===== src/rtl/sub_dispatcher_pkg.sv =====
// Shared types for the sub-core dispatcher: controller state encoding and word width.
package sub_dispatcher_pkg;

    localparam int WORD_W = 32;

    typedef enum logic [2:0] {
        IDLE,
        LAUNCH,
        ARM,
        WAIT,
        ISSUE,
        LAT,
        WRITE,
        DONE
    } disp_state_t;

endpackage


===== src/rtl/sub_dispatcher_if.sv =====
// Bundle of everything the dispatcher exchanges with the main core, the sub cores and main memory.
interface sub_dispatcher_if
    import sub_dispatcher_pkg::*;
#(
    parameter int N_CORES = 4
);
    logic                        start;
    logic [WORD_W-1:0]           start_pc;
    logic [N_CORES-1:0]          core_mask;
    logic [WORD_W-1:0]           gather_base;
    logic [15:0]                 gather_len;
    logic [WORD_W-1:0]           dst_base;
    logic                        busy;
    logic                        done;
    logic [N_CORES-1:0]          exec_requested;
    logic [WORD_W-1:0]           requested_pc;
    logic [N_CORES-1:0]          ended;
    logic [WORD_W-1:0]           fetch_addr;
    logic [WORD_W*N_CORES-1:0]   fetch_result;
    logic                        wr_valid;
    logic [WORD_W-1:0]           wr_addr;
    logic [WORD_W-1:0]           wr_data;
    logic                        wr_ready;

    modport master (
        input  start, start_pc, core_mask, gather_base, gather_len, dst_base,
        input  ended, fetch_result, wr_ready,
        output busy, done, exec_requested, requested_pc, fetch_addr,
        output wr_valid, wr_addr, wr_data
    );

    modport slave (
        output start, start_pc, core_mask, gather_base, gather_len, dst_base,
        output ended, fetch_result, wr_ready,
        input  busy, done, exec_requested, requested_pc, fetch_addr,
        input  wr_valid, wr_addr, wr_data
    );

endinterface


===== src/rtl/sub_dispatcher_mask_next_core.sv =====
// Priority finder: lowest set bit of the core mask at or above index 'from'.
module mask_next_core
    import sub_dispatcher_pkg::*;
#(
    parameter int N_CORES = 4,
    parameter int IW      = 2
) (
    input  logic [N_CORES-1:0] mask,
    input  logic [IW:0]        from,
    output logic [IW-1:0]      idx,
    output logic               valid
);

    // Scanning downward lets the lowest qualifying bit overwrite any higher one.
    always_comb begin
        idx   = '0;
        valid = 1'b0;
        for (int i = N_CORES - 1; i >= 0; i--) begin
            if (mask[i] && ((IW + 1)'(i) >= from)) begin
                idx   = IW'(i);
                valid = 1'b1;
            end
        end
    end

endmodule


===== src/rtl/sub_dispatcher.sv =====
// Launches selected sub cores on a shared PC, waits for all to end, then packs a window of each core's memory into main memory.
module sub_dispatcher
    import sub_dispatcher_pkg::*;
#(
    parameter int N_CORES   = 4,
    parameter int FETCH_LAT = 2
) (
    input logic              clk,
    input logic              rst,
    sub_dispatcher_if.master bus
);

    localparam int IW = (N_CORES > 1) ? $clog2(N_CORES) : 1;
    localparam int CW = (FETCH_LAT > 1) ? $clog2(FETCH_LAT) : 1;
    localparam logic [CW-1:0] LAT_LAST = CW'(FETCH_LAT - 1);

    disp_state_t        state, state_nxt;
    logic [N_CORES-1:0] mask_q, mask_nxt;
    logic [WORD_W-1:0]  gbase_q, gbase_nxt;
    logic [WORD_W-1:0]  dbase_q, dbase_nxt;
    logic [15:0]        len_q, len_nxt;
    logic [15:0]        k_q, k_nxt;
    logic [IW-1:0]      idx_q, idx_nxt;
    logic [CW-1:0]      lat_q, lat_nxt;
    logic               busy_q, busy_nxt;
    logic               done_q, done_nxt;
    logic [N_CORES-1:0] exec_q, exec_nxt;
    logic [WORD_W-1:0]  rpc_q, rpc_nxt;
    logic [WORD_W-1:0]  faddr_q, faddr_nxt;
    logic               wvalid_q, wvalid_nxt;
    logic [WORD_W-1:0]  waddr_q, waddr_nxt;
    logic [WORD_W-1:0]  wdata_q, wdata_nxt;

    logic [IW:0]        search_from;
    logic [IW-1:0]      found_idx;
    logic               found_valid;
    logic [16:0]        k_inc;
    logic [WORD_W-1:0]  fetch_words [N_CORES];

    for (genvar i = 0; i < N_CORES; i++) begin : g_words
        assign fetch_words[i] = bus.fetch_result[WORD_W*i +: WORD_W];
    end

    assign k_inc = {1'b0, k_q} + 17'd1;

    mask_next_core #(
        .N_CORES(N_CORES),
        .IW     (IW)
    ) u_next_core (
        .mask (mask_q),
        .from (search_from),
        .idx  (found_idx),
        .valid(found_valid)
    );

    // Every output is a register; this block computes the value each one takes at the next edge.
    always_comb begin
        state_nxt   = state;
        mask_nxt    = mask_q;
        gbase_nxt   = gbase_q;
        dbase_nxt   = dbase_q;
        len_nxt     = len_q;
        k_nxt       = k_q;
        idx_nxt     = idx_q;
        lat_nxt     = lat_q;
        busy_nxt    = busy_q;
        done_nxt    = 1'b0;
        exec_nxt    = '0;
        rpc_nxt     = rpc_q;
        faddr_nxt   = faddr_q;
        wvalid_nxt  = wvalid_q;
        waddr_nxt   = waddr_q;
        wdata_nxt   = wdata_q;
        search_from = '0;

        case (state)
            IDLE: begin
                // done_q is high in the first IDLE cycle; a start there is dropped.
                if (bus.start && !done_q) begin
                    mask_nxt  = bus.core_mask;
                    gbase_nxt = bus.gather_base;
                    dbase_nxt = bus.dst_base;
                    len_nxt   = bus.gather_len;
                    rpc_nxt   = bus.start_pc;
                    busy_nxt  = 1'b1;
                    if (bus.core_mask == '0) begin
                        state_nxt = DONE;
                    end else begin
                        exec_nxt  = bus.core_mask;
                        state_nxt = LAUNCH;
                    end
                end
            end
            LAUNCH: state_nxt = ARM;
            ARM:    state_nxt = WAIT;
            WAIT: begin
                if ((bus.ended & mask_q) == mask_q) begin
                    if (len_q == 16'd0) begin
                        state_nxt = DONE;
                    end else begin
                        idx_nxt   = found_idx;
                        k_nxt     = '0;
                        waddr_nxt = dbase_q;
                        faddr_nxt = gbase_q;
                        state_nxt = ISSUE;
                    end
                end
            end
            ISSUE: begin
                lat_nxt   = '0;
                state_nxt = LAT;
            end
            LAT: begin
                if (lat_q == LAT_LAST) begin
                    wdata_nxt  = fetch_words[idx_q];
                    wvalid_nxt = 1'b1;
                    state_nxt  = WRITE;
                end else begin
                    lat_nxt = lat_q + CW'(1);
                end
            end
            WRITE: begin
                search_from = {1'b0, idx_q} + (IW + 1)'(1);
                if (bus.wr_ready) begin
                    wvalid_nxt = 1'b0;
                    waddr_nxt  = waddr_q + 32'd1;
                    if (k_inc < {1'b0, len_q}) begin
                        k_nxt     = k_inc[15:0];
                        faddr_nxt = gbase_q + 32'(k_inc);
                        state_nxt = ISSUE;
                    end else if (found_valid) begin
                        idx_nxt   = found_idx;
                        k_nxt     = '0;
                        faddr_nxt = gbase_q;
                        state_nxt = ISSUE;
                    end else begin
                        state_nxt = DONE;
                    end
                end
            end
            DONE: begin
                done_nxt  = 1'b1;
                busy_nxt  = 1'b0;
                state_nxt = IDLE;
            end
            default: state_nxt = IDLE;
        endcase
    end

    always_ff @(posedge clk) begin
        if (rst) begin
            state    <= IDLE;
            mask_q   <= '0;
            gbase_q  <= '0;
            dbase_q  <= '0;
            len_q    <= '0;
            k_q      <= '0;
            idx_q    <= '0;
            lat_q    <= '0;
            busy_q   <= 1'b0;
            done_q   <= 1'b0;
            exec_q   <= '0;
            rpc_q    <= '0;
            faddr_q  <= '0;
            wvalid_q <= 1'b0;
            waddr_q  <= '0;
            wdata_q  <= '0;
        end else begin
            state    <= state_nxt;
            mask_q   <= mask_nxt;
            gbase_q  <= gbase_nxt;
            dbase_q  <= dbase_nxt;
            len_q    <= len_nxt;
            k_q      <= k_nxt;
            idx_q    <= idx_nxt;
            lat_q    <= lat_nxt;
            busy_q   <= busy_nxt;
            done_q   <= done_nxt;
            exec_q   <= exec_nxt;
            rpc_q    <= rpc_nxt;
            faddr_q  <= faddr_nxt;
            wvalid_q <= wvalid_nxt;
            waddr_q  <= waddr_nxt;
            wdata_q  <= wdata_nxt;
        end
    end

    assign bus.busy           = busy_q;
    assign bus.done           = done_q;
    assign bus.exec_requested = exec_q;
    assign bus.requested_pc   = rpc_q;
    assign bus.fetch_addr     = faddr_q;
    assign bus.wr_valid       = wvalid_q;
    assign bus.wr_addr        = waddr_q;
    assign bus.wr_data        = wdata_q;

endmodule


===== src/flat_wrapper.sv =====
// flat-port wrapper written by rule: the top's interface ports become plain ports
module sub_dispatcher_flat import sub_dispatcher_pkg::*;
#(
    parameter int N_CORES   = 4,
    parameter int FETCH_LAT = 2
)
  (clk, rst, bus_start, bus_start_pc, bus_core_mask, bus_gather_base, bus_gather_len, bus_dst_base, bus_ended, bus_fetch_result, bus_wr_ready, bus_busy, bus_done, bus_exec_requested, bus_requested_pc, bus_fetch_addr, bus_wr_valid, bus_wr_addr, bus_wr_data);
  sub_dispatcher_if #(.N_CORES(N_CORES)) bus_i ();
  input logic clk;
  input logic rst;
  input wire logic [$bits(bus_i.start)-1:0] bus_start;
  input wire logic [$bits(bus_i.start_pc)-1:0] bus_start_pc;
  input wire logic [$bits(bus_i.core_mask)-1:0] bus_core_mask;
  input wire logic [$bits(bus_i.gather_base)-1:0] bus_gather_base;
  input wire logic [$bits(bus_i.gather_len)-1:0] bus_gather_len;
  input wire logic [$bits(bus_i.dst_base)-1:0] bus_dst_base;
  input wire logic [$bits(bus_i.ended)-1:0] bus_ended;
  input wire logic [$bits(bus_i.fetch_result)-1:0] bus_fetch_result;
  input wire logic [$bits(bus_i.wr_ready)-1:0] bus_wr_ready;
  output wire logic [$bits(bus_i.busy)-1:0] bus_busy;
  output wire logic [$bits(bus_i.done)-1:0] bus_done;
  output wire logic [$bits(bus_i.exec_requested)-1:0] bus_exec_requested;
  output wire logic [$bits(bus_i.requested_pc)-1:0] bus_requested_pc;
  output wire logic [$bits(bus_i.fetch_addr)-1:0] bus_fetch_addr;
  output wire logic [$bits(bus_i.wr_valid)-1:0] bus_wr_valid;
  output wire logic [$bits(bus_i.wr_addr)-1:0] bus_wr_addr;
  output wire logic [$bits(bus_i.wr_data)-1:0] bus_wr_data;
  assign bus_i.start = bus_start;
  assign bus_i.start_pc = bus_start_pc;
  assign bus_i.core_mask = bus_core_mask;
  assign bus_i.gather_base = bus_gather_base;
  assign bus_i.gather_len = bus_gather_len;
  assign bus_i.dst_base = bus_dst_base;
  assign bus_i.ended = bus_ended;
  assign bus_i.fetch_result = bus_fetch_result;
  assign bus_i.wr_ready = bus_wr_ready;
  assign bus_busy = bus_i.busy;
  assign bus_done = bus_i.done;
  assign bus_exec_requested = bus_i.exec_requested;
  assign bus_requested_pc = bus_i.requested_pc;
  assign bus_fetch_addr = bus_i.fetch_addr;
  assign bus_wr_valid = bus_i.wr_valid;
  assign bus_wr_addr = bus_i.wr_addr;
  assign bus_wr_data = bus_i.wr_data;
  sub_dispatcher #(.N_CORES(N_CORES), .FETCH_LAT(FETCH_LAT)) u_core (.clk(clk), .rst(rst), .bus(bus_i));
endmodule

===== config.mk =====
export PLATFORM = sky130hd
export DESIGN_NAME = sub_dispatcher_flat
export DESIGN_NICKNAME = d
export VERILOG_FILES = /design/src/rtl/sub_dispatcher_pkg.sv /design/src/rtl/sub_dispatcher_if.sv /design/src/rtl/sub_dispatcher_mask_next_core.sv /design/src/rtl/sub_dispatcher.sv /design/src/flat_wrapper.sv
export SDC_FILE = /design/constraint.sdc
export NUM_CORES = 1
export LEC_CHECK = 0
export ABC_CLOCK_PERIOD_IN_PS = 5030
export BUFFER_PORTS_ARGS = -buffer_cell sky130_fd_sc_hd__buf_2
export CORE_ASPECT_RATIO = 1.2
export CORE_MARGIN = 8
export CORE_UTILIZATION = 45
export CTS_BUF_LIST = sky130_fd_sc_hd__clkbuf_8
export CTS_CLUSTER_SIZE = 20
export DETAILED_ROUTE_END_ITERATION = 8
export GPL_TIMING_DRIVEN = 0
export PLACE_DENSITY = 0.72
export SKIP_LAST_GASP = 1
export SLEW_MARGIN = 20
export SYNTH_ARGS = -nofsm -noshare
export SYNTH_HDL_FRONTEND = slang
export SYNTH_SLANG_ARGS = --single-unit

===== constraint.sdc =====
create_clock -name clk -period 5.03 [get_ports clk]
set_clock_uncertainty 0.15 [all_clocks]
set_input_delay 0.503 -clock clk [delete_from_list [all_inputs] [get_ports clk]]
set_output_delay 0.503 -clock clk [all_outputs]
set_load 0.02 [all_outputs]

==> results.json, run 1 <==
{
  "status": "complete, no violations",
  "vdd_drop_max_uv": 255,
  "totalPowerFinal_mw": 6.12,
  "avgSynthCellArea_sq_um": 7.93,
  "rsz0062_at_grt": "no",
  "cts_buffers": 41,
  "top_layer_used": "met5",
  "synth_edf_count": 0,
  "first_global_vias": 12900,
  "fin_ws_ns": 0.377,
  "m1WireLength_um": 19400,
  "clock_sinks": 241,
  "layout-drive-gt1-share": 0.257,
  "design.die.area_sq_mm": 0.0325,
  "wl_met2_um": 21600,
  "max_freq_mhz": 215,
  "hold_viol": 0,
  "die_w_um": 166,
  "r2r-start": "u_core.k_q[0]",
  "synthCells": 1533,
  "cap_violations": 0,
  "tns_ns": 0,
  "rows": 66,
  "worstPathArrival_ns": 4.94,
  "gr-usage-all-layers": 0.276,
  "gp_congestion": 0.940,
  "netlist_area_sq_mm": 0.0121,
  "postCtsResizedCells": 0,
  "cts_tree": "done",
  "cts_hold_buffers": 0,
  "cp.required_ns": 5.32,
  "power_leakage_nw": 6.43,
  "avgViaCountPerCell": 5.58,
  "drc_errors": 0,
  "area_growth_pct": 26.5,
  "synth.distinct_cells": 72,
  "intPower_mw": 3.86,
  "coreArea_sq_mm": 0.0268,
  "register_area_sq_mm": 0.00482,
  "routed_wl_um": 46800,
  "period_needed_ns": 4.65,
  "relSlewSlack": 0.374,
  "hpwlAfterDp_um": 36900,
  "dr_wl_met3_um": 4580,
  "antenna_found_initial": 10,
  "crit_type": "reg2reg",
  "switching_share": 0.369,
  "clock-root-buffer": "clkbuf_8",
  "synth_top_flop_cell": "dfxtp_1",
  "first_pass_iters": 5,
  "chipHeight_um": 196,
  "initial_core_util": 0.453,
  "tightest_slew_ns": 0.939,
  "dr_total_vias": 13000,
  "combinationalPowerShare": 0.307,
  "io-pin-count": 387,
  "cts_setup_buffers": 0,
  "syn-num-nets": 1821,
  "synthArstFlopShare": 0,
  "ys_seq_area_frac": 0.397,
  "p_sw_mw": 2.26,
  "clkLatencyLatePin_ns": 0.54,
  "yosys_warnings": 0,
  "path_clk_slew_ns": 0.07,
  "preCtsSetupSlack_ns": 0.424,
  "slew_viol_final": 0,
  "fill_cells": 2586,
  "final_core_util": 0.573,
  "power_density_mw_per_mm2": 398,
  "fin_nets": 2249,
  "h-tree-depth": 2,
  "final_antenna_net_count": 0,
  "startpoint_type": "flip-flop",
  "hold_start": "bus_start_pc[31]",
  "final_cell_mix": "398 x nand2_1, 395 x buf_2, 241 x dfxtp_1",
  "min_period_over_period": 0.925,
  "clock_power_share": 0.302,
  "io_buffers": 385,
  "grt_pass1_wl_um": 72100,
  "grt_remaining_overflow": 0,
  "hp-class": "in2reg",
  "critPathCaptureType": "flip-flop",
  "grt_max_degree": 11,
  "final_common_cell": "nand2_1",
  "wl_per_cell_um": 20.0,
  "crit_fanout": 10,
  "ys_seq_elements": 241,
  "setup_viol": 0,
  "crit_path_start": "u_core.k_q[0]",
  "multi_input_area_sq_mm": 0.00677,
  "clock_path_buffers": 3,
  "seq_power_share": 0.391,
  "dr.first_iter.drc_count": 1092,
  "whs_ns": 0.0435
}
[flip-flops by register name, summed over array words and instances (netlist names), 16 cells and up]
| signal | cells |
|---|---|
| u_core.len_q | 16 |
| u_core.gbase_q | 32 |
| u_core.bus.fetch_addr | 32 |
| u_core.bus.requested_pc | 32 |
| u_core.bus.wr_data | 32 |
| u_core.k_q | 16 |
| u_core.dbase_q | 32 |
| u_core.bus.wr_addr | 32 |
[synthesized netlist by cell type, types with 10 or more instances]
cell type / n / area share
nand2_1: 398 / 0.12
buf_2: 10 / 0.0041
mux4_2: 32 / 0.059
buf_1: 10 / 0.0031
clkbuf_1: 84 / 0.026
xor2_1: 19 / 0.014
nand3_1: 50 / 0.021
a22oi_1: 20 / 0.012
a311oi_1: 11 / 0.0079
a211oi_1: 28 / 0.017
ha_1: 35 / 0.036
o21ai_0: 50 / 0.021
nand4_1: 10 / 0.0051
nor3_1: 18 / 0.0074
nor2_1: 105 / 0.032
inv_1: 35 / 0.011
a21oi_1: 205 / 0.084
xnor2_1: 17 / 0.012
dfxtp_1: 241 / 0.40
and3_1: 20 / 0.010
[power by group through the flow]
stage	logic [mW]	registers, mW	clock network (mW)
after floorplan	1.06	2.55	0
after global placement	1.83	2.42	0
after detailed placement	1.87	2.43	0
after CTS	1.88	2.39	1.87
after global routing	2.08	2.43	1.96
final	1.88	2.40	1.85
[layer usage]
layer | vias up | GRT usage
met4 | 12 | 0.0772
met1 | 6098 | 0.345
li1 | 6233 | -
met2 | 596 | 0.451
met5 | - | 0
met3 | 97 | 0.0883
[kinds of logic (layout without fill, tap and decap cells)]
group,count (synthesis),in the layout,synth area share
adder cells (fa/ha/maj),36,36,0.0377
multiplexers,32,32,0.0593
buffers and inverters,141,600,0.0455
XOR/XNOR,36,36,0.0260
AND/OR/NAND/NOR,648,648,0.232
other,0,5,0
AO/OA/AOI/OAI,399,399,0.203
flip-flops,241,241,0.397
[critical path, cell delays in order, from the launching register on]
cell and delay, ns:
dfxtp_1 0.39, and3_1 0.17, clkbuf_1 0.21, and3_1 0.20, clkbuf_1 0.21, nand2_1 0.09
nor2_1 0.33, xor2_1 0.31, ha_1 0.31, nand2_1 0.06, o21ai_1 0.09, a41oi_1 0.29
a211oi_4 0.16, nor3_2 0.63, clkbuf_1 0.53, nand2_1 0.12, a311oi_1 0.31
[stage by stage]
step           area (sq um)  cells
2_1_floorplan         12100   1533
3_3_place_gp          14500   2258
3_5_place_dp          14500   2258
4_1_cts               15400   2332
5_1_grt               15400   2334
6_report              15400   2337
[final timing paths]
path | endpoint | slack [ns] | depth (start not counted)
max | u_core.bus.fetch_addr[13] | 0.38 | 16
min | u_core.bus.requested_pc[31] | 0.04 | 3
max reg2reg | u_core.bus.fetch_addr[13] | 0.38 | 16
min reg2reg | u_core.bus.requested_pc[20] | 0.30 | 2
[layout make-up]
type | instances | share of cell area
diodes | 5 | 0.000814
plain buffers | 106 | 0.0274
clock buffers | 52 | 0.0465
clock inverters | 22 | 0.00944
inverters | 35 | 0.00854
multi-input cells | 1151 | 0.440
flip-flops and latches | 241 | 0.314
well taps | 340 | 0.0277
repair buffers | 385 | 0.125
Note: power is estimated with default switching activity, not from simulation.
==> run 2, diff against run 1 <==
ABC_CLOCK_PERIOD_IN_PS = 5800   (was 5030)
CORE_MARGIN = 5   (was 8)
clock period = 5.8 ns   (was 5.03 ns; I/O delays follow)
==> results.json, run 2 (synthesis gave the netlist of run 1 again) <==
{
  "coreArea_sq_mm": 0.0268,
  "slew_viol_final": 0,
  "antenna_found_initial": 9,
  "io-pin-count": 387,
  "max_freq_mhz": 211,
  "vdd_drop_max_uv": 229,
  "clkLatencyLatePin_ns": 0.55,
  "hold_viol": 0,
  "period_needed_ns": 4.73,
  "cts_buffers": 41,
  "dp_cells": 2258,
  "setup_viol": 0,
  "hp-class": "in2reg",
  "grt_pass1_wl_um": 67500,
  "crit_fanout": 10,
  "status": "complete, no violations",
  "io_buffers": 385,
  "worstPathArrival_ns": 5.02,
  "dr.first_iter.drc_count": 1039,
  "first_global_vias": 12300,
  "cp_cell_sequence": "and3_1, clkbuf_1, and3_1, clkbuf_1, nand2_1, nor2_1, xor2_1, ha_1, nand2_1, o21ai_1, a41oi_1, a211oi_4, o21ai_0, nand2_1, clkbuf_1, nand3_1, o211ai_1",
  "crit_type": "reg2reg",
  "gp_congestion": 0.953,
  "rows": 66,
  "cts_setup_buffers": 0,
  "min_period_over_period": 0.815,
  "power_density_mw_per_mm2": 347,
  "final_common_cell": "nand2_1",
  "power_leakage_nw": 6.43,
  "startpoint_type": "flip-flop",
  "die_w_um": 160,
  "drc_errors": 0,
  "rsz0062_at_grt": "no",
  "avgViaCountPerCell": 5.56,
  "cap_violations": 0,
  "clock_path_buffers": 3,
  "worst-path-buf-inv": 3,
  "layout-drive-gt1-share": 0.258,
  "chipHeight_um": 190,
  "critPathCaptureType": "flip-flop",
  "clock-root-buffer": "clkbuf_8",
  "cts_hold_buffers": 0,
  "clock_sinks": 241,
  "final_antenna_net_count": 0,
  "final-instance-count-excl-fill": 2336,
  "fin_nets": 2249,
  "h-tree-depth": 2,
  "initial_core_util": 0.453,
  "hpwlAfterDp_um": 35200,
  "area_growth_pct": 26.8,
  "path_clk_slew_ns": 0.06,
  "max_stage_delay_ns": 0.59,
  "tns_ns": 0,
  "relSlewSlack": 0.350,
  "postCtsResizedCells": 0,
  "wl_per_cell_um": 19.3,
  "cpLargestDelayFamily": "compound AO/OA/AOI/OAI gates",
  "final_cell_mix": "398 x nand2_1, 395 x buf_2, 241 x dfxtp_1",
  "gr-usage-all-layers": 0.278,
  "grt_max_degree": 11,
  "tightest_slew_ns": 0.975,
  "first_pass_iters": 6,
  "grt_remaining_overflow": 0,
  "cp_slowest_cell": "a211oi_4",
  "design.die.area_sq_mm": 0.0304,
  "cp.required_ns": 6.09,
  "dr_total_vias": 13000,
  "routed_wl_um": 45200,
  "cts_tree": "done"
}
run 2: cell types whose count changed in the layout (fill, tap and decap cells not counted), sizes merged:
cell,change
clkbuf,+4
clkinv,-3
inv,-3
clkinvlp,+1
run 2: routing by layer:
metal | track usage | vias to the layer above | share of wire
li1 | - | 6242 | -
met1 | 0.367 | 6062 | 0.42
met2 | 0.443 | 589 | 0.46
met3 | 0.0860 | 81 | 0.10
met4 | 0.0804 | 10 | 0.024
met5 | 0 | - | 0.0017
run 2: final timing paths:
check | start | to | slack [ns] | cells after the start
max | u_core.k_q[2] | u_core.bus.fetch_addr[31] | 1.07 | 17
min | bus_gather_base[4] | u_core.gbase_q[4] | 0.12 | 3
max reg2reg | u_core.k_q[2] | u_core.bus.fetch_addr[31] | 1.07 | 17
min reg2reg | u_core.bus.requested_pc[30] | u_core.bus.requested_pc[30] | 0.30 | 2
run 2: cell type report:
cell class	instances	area, sq um
tap	340	425
clock inverter	17	126
fill	2553	11400
inverter	35	131
sequential	241	4820
timing repair buffer	385	1930
antenna	5	12.5
buffer	106	422
multi-input combinational	1151	6770
clock buffer	56	771
run 2: stage by stage:
step	setup WS (ns)	instance area (sq um)	power, mW	hold slack, ns	utilization
floorplan	2.02	12100	3.13	0.283	-
global placement	1.23	14500	3.69	0.291	0.540
detailed placement	1.12	14500	3.72	0.294	0.540
CTS	1.10	15400	5.36	0.103	0.574
global route	0.706	15400	5.64	0.110	0.574
finish	1.07	15400	5.35	0.116	0.574
run 2: worst register-to-register path, cell delays in order (launching register included):
cell	delay, ns
dfxtp_1	0.40
and3_1	0.18
clkbuf_1	0.21
and3_1	0.18
clkbuf_1	0.23
nand2_1	0.09
nor2_1	0.32
xor2_1	0.21
ha_1	0.34
nand2_1	0.06
o21ai_1	0.22
a41oi_1	0.12
a211oi_4	0.59
o21ai_0	0.28
nand2_1	0.34
clkbuf_1	0.47
nand3_1	0.14
o211ai_1	0.11
run 2: power breakdown:
part | leakage, nW | internal, mW | switching (mW)
clock network | 0.498 | 0.947 | 0.696
logic | 3.98 | 0.555 | 1.07
registers | 1.96 | 1.90 | 0.183
total | 6.43 | 3.40 | 1.95
